File: config.mk
export PLATFORM = sky130hd
export DESIGN_NAME = ucode_row_iterator
export DESIGN_NICKNAME = d
export VERILOG_FILES = /design/src/rtl/ucode_row_iterator.sv
export SDC_FILE = /design/constraint.sdc
export NUM_CORES = 1
export LEC_CHECK = 0
export CORE_MARGIN = 2
export CORE_UTILIZATION = 42
export DETAILED_ROUTE_END_ITERATION = 10
export PLACE_DENSITY = 0.7
export SYNTH_ARGS = -nofsm -noshare
export SYNTH_HDL_FRONTEND = slang
export SYNTH_SLANG_ARGS = --single-unit
File: constraint.sdc
create_clock -name clk_i -period 3.05 [get_ports clk_i]
set_clock_uncertainty 0.1 [all_clocks]
set_input_delay 0.61 -clock clk_i [delete_from_list [all_inputs] [get_ports clk_i]]
set_output_delay 0.61 -clock clk_i [all_outputs]
set_load 0.02 [all_outputs]
File: src/rtl/ucode_row_iterator.sv
// Expands one row-walk command into a handshaked stream of row offsets with
// modular up/down wrap, first/last markers and a completion pulse.
module ucode_row_iterator #(
  parameter int ROWS_PER_HDVECT = 16,
  parameter int OFFSET_W        = $clog2(ROWS_PER_HDVECT)
) (
  input  logic                clk_i,
  input  logic                rst_i,
  input  logic                clear_i,
  input  logic                cmd_valid_i,
  output logic                cmd_ready_o,
  input  logic [OFFSET_W-1:0] cmd_start_i,
  input  logic [OFFSET_W:0]   cmd_count_i,
  input  logic                cmd_down_i,
  output logic                row_valid_o,
  input  logic                row_ready_i,
  output logic [OFFSET_W-1:0] row_offset_o,
  output logic                row_first_o,
  output logic                row_last_o,
  output logic                busy_o,
  output logic                done_o
);

  localparam int CNT_W = OFFSET_W + 1;
  localparam logic [CNT_W-1:0]    ROWS_C   = CNT_W'(ROWS_PER_HDVECT);
  localparam logic [OFFSET_W-1:0] LAST_OFF = OFFSET_W'(ROWS_PER_HDVECT - 1);

  typedef enum logic {S_IDLE, S_RUN} state_t;

  state_t              r_state, w_state_nxt;
  logic                r_valid, w_valid_nxt;
  logic                r_busy, w_busy_nxt;
  logic                r_first, w_first_nxt;
  logic                r_last, w_last_nxt;
  logic                r_done, w_done_nxt;
  logic [OFFSET_W-1:0] r_offset, w_offset_nxt;
  logic [CNT_W-1:0]    r_remaining, w_remaining_nxt;
  logic                r_down, w_down_nxt;

  logic [OFFSET_W-1:0] w_start_mod;
  logic [CNT_W-1:0]    w_count_eff;

  // Start is below 2*ROWS, so one conditional subtract is a full modulo.
  assign w_start_mod = ({1'b0, cmd_start_i} >= ROWS_C)
                     ? OFFSET_W'({1'b0, cmd_start_i} - ROWS_C)
                     : cmd_start_i;
  assign w_count_eff = (cmd_count_i > ROWS_C) ? ROWS_C : cmd_count_i;

  assign cmd_ready_o  = (r_state == S_IDLE);
  assign row_valid_o  = r_valid;
  assign row_offset_o = r_offset;
  assign row_first_o  = r_first;
  assign row_last_o   = r_last;
  assign busy_o       = r_busy;
  assign done_o       = r_done;

  // NOTE: every next-state value gets a default first so no latch is inferred.
  always_comb begin
    w_state_nxt     = r_state;
    w_valid_nxt     = r_valid;
    w_busy_nxt      = r_busy;
    w_first_nxt     = r_first;
    w_last_nxt      = r_last;
    w_done_nxt      = 1'b0;
    w_offset_nxt    = r_offset;
    w_remaining_nxt = r_remaining;
    w_down_nxt      = r_down;

    case (r_state)
      S_IDLE: begin
        if (cmd_valid_i) begin
          if (w_count_eff == '0) begin
            w_done_nxt = 1'b1;
          end else begin
            w_state_nxt     = S_RUN;
            w_valid_nxt     = 1'b1;
            w_busy_nxt      = 1'b1;
            w_offset_nxt    = w_start_mod;
            w_first_nxt     = 1'b1;
            w_last_nxt      = (w_count_eff == CNT_W'(1));
            w_remaining_nxt = w_count_eff;
            w_down_nxt      = cmd_down_i;
          end
        end
      end
      S_RUN: begin
        if (row_ready_i) begin
          if (r_remaining == CNT_W'(1)) begin
            w_state_nxt = S_IDLE;
            w_valid_nxt = 1'b0;
            w_busy_nxt  = 1'b0;
            w_first_nxt = 1'b0;
            w_last_nxt  = 1'b0;
            w_done_nxt  = 1'b1;
          end else begin
            w_remaining_nxt = r_remaining - CNT_W'(1);
            w_first_nxt     = 1'b0;
            w_last_nxt      = (r_remaining == CNT_W'(2));
            if (r_down) begin
              w_offset_nxt = (r_offset == '0) ? LAST_OFF : r_offset - OFFSET_W'(1);
            end else begin
              w_offset_nxt = (r_offset == LAST_OFF) ? '0 : r_offset + OFFSET_W'(1);
            end
          end
        end
      end
      default: w_state_nxt = S_IDLE;
    endcase

    // Flush overrides any simultaneous command or row handshake.
    if (clear_i) begin
      w_state_nxt = S_IDLE;
      w_valid_nxt = 1'b0;
      w_busy_nxt  = 1'b0;
      w_first_nxt = 1'b0;
      w_last_nxt  = 1'b0;
      w_done_nxt  = 1'b0;
    end
  end

  // NOTE: sequential state uses non-blocking assignments only.
  always_ff @(posedge clk_i) begin
    if (rst_i) begin
      r_state     <= S_IDLE;
      r_valid     <= 1'b0;
      r_busy      <= 1'b0;
      r_first     <= 1'b0;
      r_last      <= 1'b0;
      r_done      <= 1'b0;
      r_offset    <= '0;
      r_remaining <= '0;
      r_down      <= 1'b0;
    end else begin
      r_state     <= w_state_nxt;
      r_valid     <= w_valid_nxt;
      r_busy      <= w_busy_nxt;
      r_first     <= w_first_nxt;
      r_last      <= w_last_nxt;
      r_done      <= w_done_nxt;
      r_offset    <= w_offset_nxt;
      r_remaining <= w_remaining_nxt;
      r_down      <= w_down_nxt;
    end
  end

endmodule
==> results.md <==
- Clock tree synthesis inserted a total of 3 buffers.
- The count of pins on the block boundary is 25.
- The count of antenna-violating nets left after detailed routing is 0.
- The mean number of vias per cell is 5.97.
- The count of buffers from port buffering is 24.
- Entering global routing, the biggest net connects 16 pins.
- The number of enable-type register cells in the synthesized netlist is 0.
- The source-to-sink clock delay at the later pin of the worst-skew pair is 0.28 ns.
- The final worst-path cycle share is 0.748.
- For this run, the detailed router's first-pass iteration total came to 4.
- STA puts the critical path data required time at 2.34 ns.
- The cell at the slowest stage of the critical path is sky130_fd_sc_hd__clkdlybuf4s50_1.
- The number of vias after detailed routing is between 1000 and 1500.
- The total overflow reported by the global router is 0.
- The final antenna diode count is 0.
- The number of gates resized after CTS was 0.
- Routability-driven placement finished with a final weighted congestion of between 0.8 and 0.9.
- The global-route wire length before repair is about 4500 µm.
- In this run, distinct cell masters in the synthesized netlist total 45.
- Setup slack on the worst reg-to-reg path comes out at roughly 1.2 ns.
- The highest signal layer in the routed design is met4.
- The CTS sink count is 15.
- The startpoint kind of the worst setup timing path is a register.
- The post-CTS setup-driven buffer insertion count is 0.
- The TritonCTS clock tree is built.
- Across every metal layer, demand over resource in global routing totals 0.221.
- Derived from the worst setup path, the maximum achievable clock frequency is around 0.44 GHz.
- The number of placed instances, taps included is between 150 and 200.
- The floorplan step set the die width to 52.9 µm.
- In this run the static leakage power is 0.479 nW.
- The post-route DRC violation count is 0.
- The most used flip-flop cell after synthesis is sky130_fd_sc_hd__dfxtp_1.
- The run finished with clean final reports.
- The destination of the worst register-to-register timing path is row_last_o.
- IR analysis of the VDD net gives a maximum drop of between 0.15 and 0.2 mV.
- Traced cell by cell, the critical path runs through inv_1, clkdlybuf4s50_1.
- The number of warnings reported in the yosys synthesis log is 0.
- In this run the power density over the cells is a little under 400 mW/mm².
- After detailed routing, the average wire length per cell comes to between 15 and 20 µm.
- The post-layout net count is ~170.
- The fraction of synthesis flops using an asynchronous set or reset pin is 0.
- STA puts the critical path data arrival time at between 1.5 and 2 ns.
- The initial cell density of the core is 0.449.
- Headroom to the max-slew limit came out at 0.600.
- The via count of the first global-routing pass is roughly 1000.
- The clock passes through at most 2 buffers.
- Buffers inserted to repair hold after CTS numbered 0.
- After routing, the total negative slack on setup checks comes to 0 ns.
- The critical path ends at cmd_ready_o.
- The met2 wire length is about 1300 µm.
- The startpoint of the most critical setup path is r_state.
- The final-report hold violation count is 0.
- Setup violations remaining at the end of the flow were counted as 0.
- The sequential fraction of the synthesis area is 0.299.
- The critical path is of the register to primary output type.
- Setup repair after global routing left no endpoint under its margin.
- The worst min-delay path category is register to register.
- In this run the cell area of the synthesized design comes to 0.00100 mm².
- CTS built an H-tree with a depth of 1.
- The worst register-to-register path begins at r_state.
- The design draws 0.498 mW.
- The number of DRC markers in iteration 0 is 25.
- The synthesized instance count is about 120.
- The final cell count without fillers is 172.
- The wire-length estimate of the detail-placed layout is between 1500 and 2000 µm.
- In this run, synthesis produced a sequential element count of 15.
- The met1 layer wirelength in the final routing is 1170 µm.
- Max-cap violations in this run came to 0.
- Summed over all layers, the routed wires come to approximately 2600 µm.
- At the pin with the least slew margin, the transition time is around 0.60 ns.
- The length in cells of the worst reg-to-reg path is 5.
- The minimum clock period after layout is roughly 2.3 ns.
- The count of final max-slew check failures is 0.
- In the final layout, the share of cells above drive strength 1 is 0.0833.
- The area growth from synthesis to layout is 28.2%.
- Wire segments on met3 add up to 108 µm in the final route.
- The per-instance average area after synthesis is slightly above 8 µm².
- The number of antenna violations at the first check in global routing came to 0.
- The die covers 0.00280 mm².
- The clock transition at the registers of the reported paths is around 0.1 ns.
- The floorplan step set the die height to 52.9 µm.
- The number of rows created at floorplan is 17.
- The filler cells instantiated in the layout total between 200 and 250.
- The synthesized netlist net count is roughly 140.
- The cell at the root of the clock tree is sky130_fd_sc_hd__clkbuf_4.
- On the worst path, the slowest cell contributes a delay of between 0.6 and 0.7 ns.
- The worst setup path is captured at a primary output.
- The area of the core is 0.00223 mm².
- The maximum fanout along the worst path is 12.
-- stage by stage --
| step | instance area [µm²] | hold WS [ns] | util | worst slack [ns] |
|---|---|---|---|---|
| floorplan | 1000 | 0.400 | - | 1.32 |
| global placement | 1260 | 0.407 | 0.564 | 0.628 |
| detailed placement | 1260 | 0.413 | 0.564 | 0.611 |
| CTS | 1290 | 0.424 | 0.576 | 0.766 |
| global route | 1290 | 0.461 | 0.576 | 0.642 |
| finish | 1290 | 0.424 | 0.576 | 0.769 |
-- routing by layer --
| metal | global-route usage | up-vias |
|---|---|---|
| li1 | - | 500 |
| met1 | 0.281 | 492 |
| met2 | 0.367 | 31 |
| met3 | 0.0226 | 4 |
| met4 | 0.115 | 0 |
| met5 | 0 | - |
-- state kept, by name (all words and copies together), names as in the netlist --
| name | cells |
|---|---|
| r_remaining | 5 |
| row_offset_o | 4 |
| busy_o | 1 |
| done_o | 1 |
| r_down | 1 |
| r_state | 1 |
| row_first_o | 1 |
| row_last_o | 1 |
-- cell type report --
| cell class | count | area (µm²) | area share |
|---|---|---|---|
| Sequential cell | 15 | 300 | 0.233 |
| Clock inverter | 1 | 5.00 | 0.00389 |
| Timing Repair Buffer | 25 | 248 | 0.193 |
| Inverter | 8 | 30.0 | 0.0233 |
| Clock buffer | 3 | 22.5 | 0.0175 |
| Tap cell | 28 | 35.0 | 0.0272 |
| Multi-Input combinational cell | 92 | 646 | 0.502 |
-- cell families (layout without fill, tap and decap cells) --
logic type	Yosys count	in the layout	share of synthesized area
buffers and inverters	14	37	0.0574
adder cells (fa/ha/maj)	6	6	0.0748
XOR/XNOR	4	4	0.0349
AO/OA/AOI/OAI	42	42	0.310
flip-flops	15	15	0.299
multiplexers	2	2	0.0200
AND/OR/NAND/NOR	38	38	0.203
-- critical path, delay by kind of cell, from the launching register on --
kind / cells / cell delay [ns]
buffers and inverters: 2 / 0.96
flip-flops: 1 / 0.32
-- placed cells by master (no fill, tap or decap), types with 2 or more instances in the layout --
cell type                         count
sky130_fd_sc_hd__a31oi_1              3
sky130_fd_sc_hd__xnor2_1              2
sky130_fd_sc_hd__a21oi_1             11
sky130_fd_sc_hd__nor3_1               5
sky130_fd_sc_hd__nand2_1              8
sky130_fd_sc_hd__nand4_1              2
sky130_fd_sc_hd__clkdlybuf4s50_1     24
sky130_fd_sc_hd__o211ai_1             2
sky130_fd_sc_hd__a311oi_1             2
sky130_fd_sc_hd__nor2_1              10
sky130_fd_sc_hd__mux2i_1              2
sky130_fd_sc_hd__o31ai_1              2
sky130_fd_sc_hd__xor2_1               2
sky130_fd_sc_hd__o21ai_0              4
sky130_fd_sc_hd__a211oi_1             4
sky130_fd_sc_hd__clkbuf_4             3
sky130_fd_sc_hd__inv_2                2
sky130_fd_sc_hd__dfxtp_1             15
sky130_fd_sc_hd__ha_1                 6
sky130_fd_sc_hd__inv_1                6
sky130_fd_sc_hd__nand3_1              4
-- power by group --
group          total [mW]  internal [mW]  leakage [nW]  switching, mW
clock network       0.118         0.0487        0.0177         0.0691
registers           0.232          0.210         0.123         0.0222
logic               0.148         0.0725         0.338         0.0760
-- synth_stat cells, types with 3 or more instances --
master	count	area (µm²)
sky130_fd_sc_hd__dfxtp_1	15	300
sky130_fd_sc_hd__a21oi_1	11	55.1
sky130_fd_sc_hd__nor2_1	10	37.5
sky130_fd_sc_hd__nand2_1	8	30.0
sky130_fd_sc_hd__ha_1	6	75.1
sky130_fd_sc_hd__inv_1	6	22.5
sky130_fd_sc_hd__nor3_1	5	25.0
sky130_fd_sc_hd__a211oi_1	4	30.0
sky130_fd_sc_hd__clkbuf_1	4	15.0
sky130_fd_sc_hd__nand3_1	4	20.0
sky130_fd_sc_hd__o21ai_0	4	20.0
sky130_fd_sc_hd__a31oi_1	3	18.8
-- how the worst min path moves through the flow --
stage	endpoint	cells after the start	slack [ns]	start
after global routing	row_first_o	2	0.46	row_first_o
after floorplan	r_remaining[0]	1	0.40	r_remaining[0]
after CTS	row_first_o	2	0.42	row_first_o
after detailed placement	row_first_o	2	0.41	row_first_o
final	row_first_o	2	0.42	row_first_o
after global placement	row_first_o	2	0.41	row_first_o
No activity file was read; power rests on OpenSTA's default activity.
